## config.mk

```make
export PLATFORM = sky130hd
export DESIGN_NAME = od_counter_bank_flat
export DESIGN_NICKNAME = d
export VERILOG_FILES = /design/src/rtl/od_counter_bank_if.sv /design/src/rtl/od_counter_bank.sv /design/src/flat_wrapper.sv
export SDC_FILE = /design/constraint.sdc
export NUM_CORES = 1
export LEC_CHECK = 0
export BUFFER_PORTS_ARGS = -buffer_cell sky130_fd_sc_hd__buf_2
export CAP_MARGIN = 20
export CORE_ASPECT_RATIO = 0.5
export CORE_UTILIZATION = 49
export DETAILED_ROUTE_END_ITERATION = 10
export PLACE_DENSITY = 0.74
export SETUP_SLACK_MARGIN = 0.3
export SYNTH_ARGS = -nofsm -noshare
export SYNTH_HDL_FRONTEND = slang
export SYNTH_SLANG_ARGS = --single-unit
```

## constraint.sdc

```tcl
create_clock -name clk -period 2.63 [get_ports clk]
set_input_delay 0.3945 -clock clk [delete_from_list [all_inputs] [get_ports clk]]
set_output_delay 0.3945 -clock clk [all_outputs]
set_load 0.03 [all_outputs]
```

## src/rtl/od_counter_bank_if.sv

```systemverilog
// Control and status bundle for od_counter_bank: per-channel strobes/data in, counts and flags out.
// The master side drives enable/down/load/load_value/clear; the slave side is the counter bank.
interface od_counter_bank_if #(
    parameter int WIDTH    = 10,
    parameter int CHANNELS = 4
);
    logic [CHANNELS-1:0]       enable;
    logic [CHANNELS-1:0]       down;
    logic [CHANNELS-1:0]       load;
    logic [CHANNELS*WIDTH-1:0] load_value;
    logic [CHANNELS-1:0]       clear;
    logic [CHANNELS*WIDTH-1:0] counter_output;
    logic [CHANNELS-1:0]       terminal;
    logic [CHANNELS-1:0]       overflow;
    logic                      tick;

    modport master (
        output enable, down, load, load_value, clear,
        input  counter_output, terminal, overflow, tick
    );

    modport slave (
        input  enable, down, load, load_value, clear,
        output counter_output, terminal, overflow, tick
    );
endinterface

```

## src/rtl/od_counter_bank.sv

```systemverilog
// CHANNELS independent WIDTH-bit up/down counters sharing one free-running prescaler.
// Define OD_COUNTER_SAT_EN to make boundary steps saturate instead of wrapping.
module od_counter_bank #(
    parameter int WIDTH    = 10,
    parameter int CHANNELS = 4,
    parameter int PRESCALE = 1
) (
    input  logic              clk,
    input  logic              reset,
    od_counter_bank_if.slave  bus
);
    localparam int PRE_W = (PRESCALE > 1) ? $clog2(PRESCALE) : 1;
    localparam logic [PRE_W-1:0] PRE_LAST = PRE_W'(PRESCALE - 1);

    logic [PRE_W-1:0] pre_reg;
    logic [PRE_W-1:0] pre_next;
    logic             tick;

    // With PRESCALE=1 pre sits at 0 == PRE_LAST, so tick is permanently high.
    always_comb begin
        pre_next = (pre_reg == PRE_LAST) ? '0 : pre_reg + PRE_W'(1);
    end

    always_ff @(posedge clk or posedge reset) begin
        if (reset) begin
            pre_reg <= '0;
        end else begin
            pre_reg <= pre_next;
        end
    end

    assign tick     = (pre_reg == PRE_LAST);
    assign bus.tick = tick;

    logic [CHANNELS*WIDTH-1:0] count_all;
    logic [CHANNELS-1:0]       terminal_all;
    logic [CHANNELS-1:0]       overflow_all;

    genvar gi;
    generate
        for (gi = 0; gi < CHANNELS; gi++) begin : g_ch
            logic [WIDTH-1:0] count_reg;
            logic [WIDTH-1:0] count_next;
            logic [WIDTH-1:0] stepped;
            logic [WIDTH-1:0] load_slice;
            logic             terminal_reg;
            logic             terminal_next;
            logic             overflow_reg;
            logic             overflow_next;
            logic             step;
            logic             at_boundary;

            assign load_slice  = bus.load_value[gi*WIDTH +: WIDTH];
            assign step        = bus.enable[gi] & tick & ~bus.load[gi] & ~bus.clear[gi];
            assign at_boundary = bus.down[gi] ? (count_reg == '0) : (count_reg == '1);
            assign stepped     = bus.down[gi] ? count_reg - WIDTH'(1) : count_reg + WIDTH'(1);

            // Priority: clear > load > step > hold; terminal is a single-cycle pulse.
            always_comb begin
                count_next    = count_reg;
                terminal_next = 1'b0;
                overflow_next = overflow_reg;
                if (bus.clear[gi]) begin
                    count_next    = '0;
                    overflow_next = 1'b0;
                end else if (bus.load[gi]) begin
                    count_next = load_slice;
                end else if (step) begin
                    if (at_boundary) begin
                        terminal_next = 1'b1;
                        overflow_next = 1'b1;
                    end
`ifdef OD_COUNTER_SAT_EN
                    if (!at_boundary) begin
                        count_next = stepped;
                    end
`else
                    count_next = stepped;
`endif
                end
            end

            always_ff @(posedge clk or posedge reset) begin
                if (reset) begin
                    count_reg    <= '0;
                    terminal_reg <= 1'b0;
                    overflow_reg <= 1'b0;
                end else begin
                    count_reg    <= count_next;
                    terminal_reg <= terminal_next;
                    overflow_reg <= overflow_next;
                end
            end

            assign count_all[gi*WIDTH +: WIDTH] = count_reg;
            assign terminal_all[gi]             = terminal_reg;
            assign overflow_all[gi]             = overflow_reg;
        end
    endgenerate

    assign bus.counter_output = count_all;
    assign bus.terminal       = terminal_all;
    assign bus.overflow       = overflow_all;
endmodule

```

## src/flat_wrapper.sv

```systemverilog
// flat-port wrapper written by rule: the top's interface ports become plain ports
module od_counter_bank_flat 
#(
    parameter int WIDTH    = 10,
    parameter int CHANNELS = 4,
    parameter int PRESCALE = 1
)
  (clk, reset, bus_enable, bus_down, bus_load, bus_load_value, bus_clear, bus_counter_output, bus_terminal, bus_overflow, bus_tick);
  od_counter_bank_if #(.WIDTH(WIDTH), .CHANNELS(CHANNELS)) bus_i ();
  input  logic clk;
  input  logic reset;
  input wire logic [$bits(bus_i.enable)-1:0] bus_enable;
  input wire logic [$bits(bus_i.down)-1:0] bus_down;
  input wire logic [$bits(bus_i.load)-1:0] bus_load;
  input wire logic [$bits(bus_i.load_value)-1:0] bus_load_value;
  input wire logic [$bits(bus_i.clear)-1:0] bus_clear;
  output wire logic [$bits(bus_i.counter_output)-1:0] bus_counter_output;
  output wire logic [$bits(bus_i.terminal)-1:0] bus_terminal;
  output wire logic [$bits(bus_i.overflow)-1:0] bus_overflow;
  output wire logic [$bits(bus_i.tick)-1:0] bus_tick;
  assign bus_i.enable = bus_enable;
  assign bus_i.down = bus_down;
  assign bus_i.load = bus_load;
  assign bus_i.load_value = bus_load_value;
  assign bus_i.clear = bus_clear;
  assign bus_counter_output = bus_i.counter_output;
  assign bus_terminal = bus_i.terminal;
  assign bus_overflow = bus_i.overflow;
  assign bus_tick = bus_i.tick;
  od_counter_bank #(.WIDTH(WIDTH), .CHANNELS(CHANNELS), .PRESCALE(PRESCALE)) u_core (.clk(clk), .reset(reset), .bus(bus_i));
endmodule
```

Word level (Yosys, flattened, before mapping)
Index checks and enable logic that the tools add are counted.

operators by class
  mux-type cells = 53
  $add $sub $neg = 9
  eq/ne operators = 8
  reductions and logical operators = 20
  bitwise gates (word level) = 21

operators with widths
  kind                     number
  $mux W10                 16
  $add A10 B1 Y10 const B  4
  $eq A10 B10 Y1 const B   4
  $logic_not A10 Y1        4
  $sub A10 B1 Y10 const B  4
  $mux W1                  37
  $reduce_bool A2 Y1       8
  $and A1 B1 Y1            12
  $reduce_and A3 Y1        4
  $reduce_bool A3 Y1       4
  $not A1 Y1               9
  $ne A2 B1 Y1 const B     4
  $add A1 B1 Y1 const B    1

storage, ports and cells
  output and inout bits = 49
  input port bits = 58
  bits in registers = 49
  logic and storage cells = 124

Logic depth before layout (Yosys ltp)
Gate-level depths: netlist of the first run.

  depth in word-level cells = 7
  depth in mapped cells = 8
  depth with buffers taken out = 8

Least setup slack after synthesis of the first run
OpenSTA, ideal clock, no wires.

  kind = register to register
  start = register u_core.g_ch[0].count_reg[0]
  end = register u_core.g_ch[0].count_reg[8]
  library setup time = 78 ps
  period minus slack after synthesis = 2,233 ps
  data required time = 2,552 ps
  cell stages (with the launch flop) = 8
  path buffers = 0
  setup slack = 397 ps
  arrival time = 2,154 ps
  cells stage by stage = dfrtp_1 -> fa_1 -> a211oi_1 -> o21ai_1 -> a31oi_1 -> xor2_1 -> a211o_1 -> a21oi_1

on the way
  longest elaborated chain between the ends = 5
  elaborated cells between the ends (all ways) = 6
  those cells by class = add/sub (2); mux (4)

RTL lines
  element                                                    line                   text
  start: declaration                                         od_counter_bank.sv:42  logic [WIDTH-1:0] count_reg;
  start signal: assignment                                   od_counter_bank.sv:89  count_reg <= count_next;
  $add A10 B1 Y10 / $sub A10 B1 Y10 (equally long branches)  od_counter_bank.sv:56  assign stepped = bus.down[gi] ? count_reg - WIDTH'(1) : count_reg + WIDTH'(1);
  $mux W10 (*)                                               od_counter_bank.sv:56
  $mux W10 (*)                                               od_counter_bank.sv:68  end else if (step) begin
  $mux W10 (*)                                               od_counter_bank.sv:66  end else if (bus.load[gi]) begin
  $mux W10 (*)                                               od_counter_bank.sv:63  if (bus.clear[gi]) begin

Mark *: on every way between the ends. The rest lies on a longest branch, timed or not. The select of a mux whose other input is x is not followed.
A chain may end at the register's enable or synchronous reset.

Worst setup path in the final report of the first run
  start = register u_core.g_ch[2].count_reg[1]
  end = register u_core.g_ch[2].count_reg[7]

on the way
  longest elaborated chain between the ends = 5
  elaborated cells between the ends (all ways) = 6
  those cells by class = add/sub (2); mux (4)

RTL lines
  element                                                    line
  start: declaration                                         od_counter_bank.sv:42
  start signal: assignment                                   od_counter_bank.sv:89
  $add A10 B1 Y10 / $sub A10 B1 Y10 (equally long branches)  od_counter_bank.sv:56
  $mux W10 (*)                                               od_counter_bank.sv:56
  $mux W10 (*)                                               od_counter_bank.sv:68
  $mux W10 (*)                                               od_counter_bank.sv:66
  $mux W10 (*)                                               od_counter_bank.sv:63

Marks and branches as above.

==> impl_results.md, run 1 <==
* Status: completed
* Main synth FF type: dfrtp_1
* Area Growth Syn to Fin at 16.78%
* Post-Route Utilization at 60.73%
* Crit path buf inv count at 0
* Final Cell Area at 5016 um^2
* Area after DPL at 4827 um^2
* Top cell type's share of synthesized area at 27.96%
* CP endpoint kind: flop
* WL met3 at 638 um
* Clock tree from TritonCTS: yes
* FFs w/ async S/R, synth at 100.0%
* Final net count at 705
* Power Internal at 1.654 mW
* Detailed Routing Iterations Pass 1 at 5
* Cell Count Post-Placement at 716
* Final period utilization at 84.59%
* DP Worst Slack at 0.2863 ns
* Power Dens Cells at 513.9 nW/um^2
* Die area at 9167 um^2
* Sequential Power Share at 34.1%
* Hold slack final at 0.1382 ns
* First-pass GRT wire length at 17510 um
* CP arrival at 2.39 ns
* Die Ht at 68.21 um
* RePlAce Congestion at 0.8737
* Sink Count at 48
* Post-route insts no fill at 724
* Drt drc at 0
* R2R cell count at 6
* Unique masters post-synth at 61
* Maximum vdd ir drop at 252.7 uV
* Highest fanout seen on the critical path at 6
* Row cnt at 23
* Critical path class: flop to flop
* Post-DRT Antenna Nets at 0
* Fmax at 449.5 MHz
* Lkg Pwr at 2.395 nW
* Ys Warns at 0
* Clock tree buffer depth at 2
* Slowest CP cell: dfrtp_1
* Setup TNS at 0 ns
* Clock Latency Late Sink at 0.29 ns
* Vias at 4289
* Initial Util at 52.01%
* DRT met1 WL at 5197 um
* Mapped cell area at 4295 um^2
* Net Count, Synth at 621
* # diodes at 0
* Max reg flops at 40
* HPWL Detailed at 8002 um
* Fraction of layout instances using a drive strength above 1 at 20.59%
* Largest net degree at the start of global routing at 25
* Aggregate global routing overflow at 0
* Clock power frac at 30.7%
* Combinational share of power at 35.2%
* Final setup vio count at 0
* Crit path max-delay family: compound AO/OA/AOI/OAI gates
* Count leader, synth: a21oi_1
* Crit-path cells: ha_1 -> a211oi_4 -> o21bai_1 -> a211oi_1 -> o31ai_1 -> or3_1
* R2r endpoint: u_core.g_ch[2].count_reg[7]
* Max-Cap Viols at 0
* Net Sw Frac at 35.83%
* Post-layout min period at 2.225 ns
* Syn Area/Cell at 8.151 um^2
* Crit path launch type: flop
* Clock Tree Root: clkbuf_16
* Routed WL per cell at 14.88 um
* Hold Path Class: input port to asynchronous set/reset pin
* Detailed Route WL at 10770 um
* IO buf count at 105
* Fin worst setup slack at 0.4054 ns
* Fill count at 779
* CTS H-tree depth at 2
* Register area share after synthesis at 27.96%
* Slew headroom at 64.64%
* Reg2Reg Setup Slack at 0.41 ns
* Ports at 107
* Net Sw Power at 923.6 uW
* Vias in the first global route at 3727
* Synth area leader: dfrtp_1
* Post-CTS Setup Bufs at 0
* Worst Skew at 0.007132 ns
* Initial DRC Count at 169
* Reg clk slew, reported paths at 0.07 ns
* Worst EP required at 2.80 ns
* Num CTS Buffers at 5
* Top sig layer: met4
* Die width at 134.4 um
* GR Util All Layers at 23.69%
* Top post-synthesis cells by area: dfrtp_1 28%, ha_1 9.3%, a21oi_1 6.2%
* Critical path's largest stage delay at 0.47 ns
* Design Power at 2.578 mW
* Core ar. at 8259 um^2
* Post-synth top cells: 53 x a21oi_1, 52 x nor2_1, 48 x dfrtp_1, 33 x nor3_1, 32 x ha_1
* Actual slew at the worst max-slew pin at 0.5297 ns
* Vias/cell at 5.924
* #FFs+latches synth at 48
* R2R Path Start: u_core.g_ch[2].count_reg[1]
* Initial antenna violation count at 0
* Max-slew violations at 0
* Mapped Cells at 527
* Routed wl met2 at 4831 um
* RSZ-0062 raised after global routing: false
* EDFF count, synth at 0
* Final hold violations at 0
logic make-up (layout without fill, tap and decap cells):
kind of cell	Yosys count	after routing	synth area share [%]
fa+ha+maj	36	36	11.19
xor+xnor	17	17	3.467
other cells	1	1	0.08730
simple gates	201	201	24.70
mux	12	12	2.826
buf+inv	57	142	5.826
compound gates	155	155	23.94
flops	48	48	27.96
power groups by stage:
| stage | registers (mW) | logic [mW] | clock network (mW) |
|---|---|---|---|
| 2_1_floorplan | 0.977 | 0.574 | 0 |
| 5_1_grt | 0.888 | 1.01 | 0.834 |
| 4_1_cts | 0.877 | 0.903 | 0.815 |
| 3_5_place_dp | 0.891 | 0.898 | 0 |
| 6_report | 0.879 | 0.908 | 0.790 |
| 3_3_place_gp | 0.892 | 0.883 | 0 |
area by class of cell:
cell class | instances | area [um^2] | area share (%)
Tap cell | 112 | 140.1 | 2.794
Clock buffer | 7 | 152.6 | 3.043
Timing Repair Buffer | 107 | 540.5 | 10.78
Multi-Input combinational cell | 422 | 2850 | 56.82
Sequential cell | 48 | 1201 | 23.95
Inverter | 27 | 101.3 | 2.020
Clock inverter | 1 | 30.03 | 0.5987
how the worst max path moves through the flow:
stage	from	to	slack [ns]	cells past startpoint
2_1_floorplan	u_core.g_ch[0].count_reg[0]	u_core.g_ch[0].count_reg[8]	0.40	7
3_3_place_gp	bus_down[0]	u_core.g_ch[0].count_reg[8]	0.33	8
3_5_place_dp	bus_down[0]	u_core.g_ch[0].count_reg[8]	0.29	8
4_1_cts	u_core.g_ch[0].count_reg[0]	u_core.g_ch[0].count_reg[8]	0.38	7
5_1_grt	u_core.g_ch[0].count_reg[0]	u_core.g_ch[0].count_reg[8]	0.29	7
6_report	u_core.g_ch[2].count_reg[1]	u_core.g_ch[2].count_reg[7]	0.41	6
what timing repair did:
action / CTS / global route
setup endpoints to repair: 0 / 2
hold buffers: 0 / 0
resized for setup: 0 / 2
metal layers:
metal | global-route usage [%] | up-vias
met2 | 39.44 | 143
met4 | 4.916 | 0
met3 | 4.074 | 12
met1 | 32.67 | 1994
li1 | - | 2140
met5 | 0 | -
layout by cell type (no fill, tap or decap), drive strengths merged, types with 9 or more instances in the layout:
cell type / instances
nor4: 14
nand2: 29
buf: 107
ha: 32
a21oi: 54
o21ai: 21
nor2: 52
inv: 27
a221oi: 10
dfrtp: 48
nand3: 16
mux2i: 11
xnor2: 14
a211oi: 14
a21o: 9
nor3: 33
worst reg2reg max path, cell delays in order, from the launching register on:
cell	delay, ns
dfrtp_1	0.47
ha_1	0.38
a211oi_4	0.28
o21bai_1	0.14
a211oi_1	0.34
o31ai_1	0.13
or3_1	0.38
(Power assumes the default switching activity.)
==> run 2, diff against run 1 <==
==> constraint.sdc (replaced) <==
create_clock -name clk -period 2.3 [get_ports clk]
set_input_delay 0.345 -clock clk [delete_from_list [all_inputs] [get_ports clk]]
set_output_delay 0.345 -clock clk [all_outputs]
set_load 0.03 [all_outputs]
==> impl_results.md, run 2 (same netlist as run 1, synthesis figures left out) <==
* Status: completed
* Clock power frac at 25.3%
* Crit path max-delay family: compound AO/OA/AOI/OAI gates
* Sequential Power Share at 34.0%
* Initial antenna violation count at 0
* Initial DRC Count at 286
* Die area at 9167 um^2
* Final setup vio count at 0
* Slew headroom at 66.29%
* # hold bufs at CTS at 0
* Vias in the first global route at 3879
* Post-layout min period at 2.003 ns
* Die Ht at 68.21 um
* Hold Path Class: input port to asynchronous set/reset pin
* Fin worst setup slack at 0.2973 ns
* Power Dens Cells at 546.1 nW/um^2
* First-pass GRT wire length at 18660 um
* Num CTS Buffers at 5
* Critical path's largest stage delay at 0.42 ns
* Row cnt at 23
* Crit path launch type: flop
* Power Internal at 1.855 mW
* R2R Path Start: u_core.g_ch[0].count_reg[1]
* Final period utilization at 87.08%
* Post-route insts no fill at 745
* Drt drc at 0
* Commonest non-fill, non-tap cell in the layout: buf_2
* Final hold violations at 0
* Post-DRT Antenna Nets at 0
* Reg2Reg Setup Slack at 0.30 ns
* Die width at 134.4 um
* Lkg Pwr at 2.499 nW
* Aggregate global routing overflow at 0
* Clock tree buffer depth at 2
* Net Sw Power at 1.114 mW
* Net Sw Frac at 37.51%
* Reg clk slew, reported paths at 0.07 ns
* HPWL Detailed at 8269 um
* Cell Count Post-Placement at 723
* R2r endpoint: u_core.g_ch[0].count_reg[7]
* Crit path buf inv count at 1
* Worst Skew at 0.005182 ns
* Routed WL per cell at 15.68 um
* Sink Count at 48
* Final net count at 726
* Max-slew violations at 0
* Maximum vdd ir drop at 324.4 uV
* Worst EP required at 2.52 ns
* Clock Tree Root: clkbuf_16
* CTS H-tree depth at 2
* Core ar. at 8259 um^2
* CP arrival at 2.22 ns
* Vias at 4443
* RePlAce Congestion at 0.8372
* Initial Util at 52.01%
* Area Growth Syn to Fin at 26.57%
* Fill count at 736
* Clock tree from TritonCTS: yes
* # diodes at 0
* GR Util All Layers at 25.45%
* Detailed Route WL at 11680 um
* Critical path class: flop to flop
* Actual slew at the worst max-slew pin at 0.5049 ns
* DP Worst Slack at 0.06536 ns
* Vias/cell at 5.964
* Slowest CP cell: dfrtp_2
* Fraction of layout instances using a drive strength above 1 at 31.44%
* Highest fanout seen on the critical path at 5
* R2R cell count at 8
* Largest net degree at the start of global routing at 29
* Hold slack final at 0.08521 ns
* Max reg flops at 40
* Ports at 107
* IO buf count at 105
* Fmax at 499.3 MHz
* Detailed Routing Iterations Pass 1 at 5
* Clock Latency Late Sink at 0.29 ns
* RSZ-0062 raised after global routing: true
* Combinational share of power at 40.7%
* Max-Cap Viols at 0
* CP endpoint kind: flop
* Crit-path cells: buf_4 -> ha_1 -> a21o_1 -> a31oi_4 -> a21boi_1 -> xnor2_1 -> a211o_1 -> a21oi_1
* Setup TNS at 0 ns
* Commonest cells after routing, fill and taps aside: 105 x buf_2, 52 x nor2_1, 46 x a21oi_1
run 2: changes by cell type in the layout (fill, tap and decap cells not counted), sizes merged:
cell,delta
bufinv,-1
buf,+21
clkbuf,-1
clkinv,+2
run 2: cell type report:
type                       instances  area (um^2)  area share [%]
multi-input combinational        422         3117           57.33
sequential                        48         1219           22.42
timing repair buffer             128        710.7           13.07
tap                              112        140.1           2.578
clock buffer                       6        138.9           2.555
inverter                          27        101.3           1.864
clock inverter                     2        10.01          0.1841
run 2: metal layers:
metal	vias to the layer above	share of wire [%]	GRT usage [%]	routed length [um]
met5	-	0	0	0
met4	0	0.47	4.775	55
met3	4	5.1	3.037	593
met2	143	48	43.91	5601
met1	2122	46	35.05	5431
li1	2174	-	-	-
run 2: stage by stage:
| stage | total power [mW] | utilization (%) | cell area (um^2) |
|---|---|---|---|
| 3_3_place_gp | 2.098 | 60.84 | 5025 |
| 3_5_place_dp | 2.116 | 60.84 | 5025 |
| 6_report | 2.969 | 65.82 | 5436 |
| 4_1_cts | 2.919 | 63.98 | 5284 |
| 2_1_floorplan | 1.817 | - | 4431 |
| 5_1_grt | 3.153 | 65.82 | 5436 |
run 2: worst max-delay path by stage:
| stage | start | to | slack (ns) | depth (start not counted) |
|---|---|---|---|---|
| 3_3_place_gp | bus_down[2] | u_core.g_ch[2].count_reg[7] | 0.12 | 7 |
| 4_1_cts | u_core.g_ch[0].count_reg[1] | u_core.g_ch[0].count_reg[8] | 0.27 | 7 |
| 2_1_floorplan | u_core.g_ch[0].count_reg[0] | u_core.g_ch[0].count_reg[8] | 0.27 | 7 |
| 5_1_grt | u_core.g_ch[3].count_reg[2] | u_core.g_ch[3].count_reg[9] | 0.20 | 7 |
| 3_5_place_dp | bus_down[3] | u_core.g_ch[3].count_reg[9] | 0.07 | 8 |
| 6_report | u_core.g_ch[0].count_reg[1] | u_core.g_ch[0].count_reg[7] | 0.30 | 8 |
run 2: power groups by stage:
stage | Combinational, mW | Sequential [mW] | Clock, mW
2_1_floorplan | 0.689 | 1.13 | 0
3_3_place_gp | 1.07 | 1.03 | 0
3_5_place_dp | 1.09 | 1.03 | 0
4_1_cts | 1.14 | 1.01 | 0.774
5_1_grt | 1.33 | 1.02 | 0.807
6_report | 1.21 | 1.01 | 0.752
run 2: timing repair:
| item | in CTS | in global routing |
|---|---|---|
| cloned | 0 | 0 |
| endpoints found under the setup margin | 8 | 18 |
| buffers inserted | 7 | 7 |
| pin swaps | 6 | 29 |
| resized for setup | 8 | 23 |
| endpoints found under the hold margin | 0 | 0 |
==> run 3, diff against run 2 <==
--- a/config.mk
+++ b/config.mk
@@ -11,6 +11,7 @@
 export CORE_UTILIZATION = 49
 export DETAILED_ROUTE_END_ITERATION = 10
 export PLACE_DENSITY = 0.74
+export REMOVE_ABC_BUFFERS = 1
 export SETUP_SLACK_MARGIN = 0.3
 export SYNTH_ARGS = -nofsm -noshare
 export SYNTH_HDL_FRONTEND = slang
==> impl_results.md, run 3 (same netlist as run 1, synthesis figures left out) <==
* Status: completed
* R2r endpoint: u_core.g_ch[0].count_reg[7]
* Fmax at 502.8 MHz
* R2R Path Start: u_core.g_ch[0].count_reg[4]
* Detailed Route WL at 11740 um
* Initial Util at 52.01%
* HPWL Detailed at 8180 um
* R2R cell count at 7
* Die width at 134.4 um
* Area Growth Syn to Fin at 28.81%
* Area after DPL at 4960 um^2
* Final period utilization at 86.46%
* Final setup vio count at 0
* CP endpoint kind: flop
* Num CTS Buffers at 5
* Initial antenna violation count at 0
* Clock Tree Root: clkbuf_16
* Hold slack final at 0.09490 ns
* CP arrival at 2.21 ns
* RSZ-0062 raised after global routing: true
* Post-DRT Antenna Nets at 0
* Actual slew at the worst max-slew pin at 0.5491 ns
* GR Util met1 at 33.06%
* Final Cell Area at 5533 um^2
* Slew headroom at 63.34%
* Drt drc at 0
* IO buf count at 105
* RePlAce Congestion at 0.8681
* # diodes at 0
* Row cnt at 23
* Initial DRC Count at 177
* Commonest cells after routing, fill and taps aside: 104 x buf_2, 52 x nor2_1, 48 x a21oi_1
* Lkg Pwr at 2.567 nW
* Die area at 9167 um^2
* Clock Latency Late Sink at 0.29 ns
* Setup TNS at 0 ns
* Reg2Reg Setup Slack at 0.31 ns
* Vias in the first global route at 3760
* CP startpoint: u_core.g_ch[0].count_reg[4]
* Clock tree buffer depth at 2
* Ports at 107
* Largest net degree at the start of global routing at 28
* Sink Count at 48
* Reg clk slew, reported paths at 0.06 ns
* Global Route met2 Usage at 41.52%
* Die Ht at 68.21 um
* Commonest non-fill, non-tap cell in the layout: buf_2
* CTS H-tree depth at 2
* Highest fanout seen on the critical path at 5
* Aggregate global routing overflow at 0
* Post-layout min period at 1.989 ns
* Final net count at 737
* M3 GR Usage at 4.444%
* Max reg flops at 40
* GR Util All Layers at 24.45%
* Fraction of layout instances using a drive strength above 1 at 31.88%
* Critical path class: flop to flop
* Detailed Routing Iterations Pass 1 at 4
* GR peak layer: met2
* First-pass GRT wire length at 17820 um
* Worst Skew at 0.003711 ns
* Hold Path Class: input port to asynchronous set/reset pin
* Final hold violations at 0
* Vias at 4436
* Routed WL per cell at 15.54 um
* Core ar. at 8259 um^2
* Vias/cell at 5.875
* Crit path launch type: flop
* Power Dens Cells at 547.9 nW/um^2
* Clock tree from TritonCTS: yes
* Max-Cap Viols at 0
* Max-slew violations at 0
* Maximum vdd ir drop at 332.1 uV
* Worst EP required at 2.52 ns
-- run 3: changes by cell type in the layout (fill, tap and decap cells not counted), sizes merged --
cell,before,now
buf,128,138
clkbuf,6,8
clkinv,2,0
-- run 3: layout make-up --
class / count / area [um^2]
Fill cell: 674 / 2726
Timing Repair Buffer: 139 / 795.8
Sequential cell: 48 / 1209
Multi-Input combinational cell: 422 / 3134
Inverter: 27 / 101.3
Clock buffer: 7 / 152.6
Tap cell: 112 / 140.1
-- run 3: how the worst max path moves through the flow --
stage / endpoint / slack [ns] / depth (start not counted)
2_1_floorplan: u_core.g_ch[0].count_reg[8] / 0.07 / 7
3_3_place_gp: u_core.g_ch[2].count_reg[9] / 0.1 / 8
3_5_place_dp: u_core.g_ch[2].count_reg[9] / 0.04 / 8
4_1_cts: u_core.g_ch[1].count_reg[8] / 0.26 / 7
5_1_grt: u_core.g_ch[3].count_reg[9] / 0.20 / 7
6_report: u_core.g_ch[0].count_reg[7] / 0.31 / 7
-- run 3: report_power, final --
part / total [mW] / switching, mW / internal, mW
logic: 1.25 / 0.711 / 0.543
clock network: 0.776 / 0.319 / 0.457
registers: 1.00 / 0.0949 / 0.907
total: 3.03 / 1.12 / 1.91
-- run 3: critical path, stage by stage, from the launching register on --
cell	delay [ns]
dfrtp_1	0.42
ha_1	0.39
nor4_2	0.29
a21oi_1	0.07
a21boi_2	0.18
xnor2_1	0.14
a211o_1	0.29
a21oi_1	0.14
-- run 3: what timing repair did --
action	4_1_cts	5_1_grt
pin swaps	7	27
resized for setup	18	43
endpoints found under the hold margin	0	0
hold buffers	0	0
setup buffers	6	10
endpoints found under the setup margin	10	17
-- run 3: stage by stage --
stage | power, mW | worst slack, ns | instances | utilization [%]
2_1_floorplan | 1.729 | 0.06823 | 497 | -
4_1_cts | 2.924 | 0.2569 | 745 | 63.49
6_report | 3.032 | 0.3113 | 755 | 66.99
3_5_place_dp | 2.082 | 0.04081 | 732 | 60.05
3_3_place_gp | 2.065 | 0.09611 | 732 | 60.05
5_1_grt | 3.216 | 0.2003 | 755 | 66.99
-- run 3: metal layers --
| layer | up-vias | wire [um] | share of wire, % |
|---|---|---|---|
| li1 | 2197 | - | - |
| met1 | 2081 | 5412 | 46 |
| met2 | 150 | 5501 | 47 |
| met3 | 8 | 740 | 6.3 |
| met4 | 0 | 80 | 0.68 |
| met5 | - | 0 | 0 |
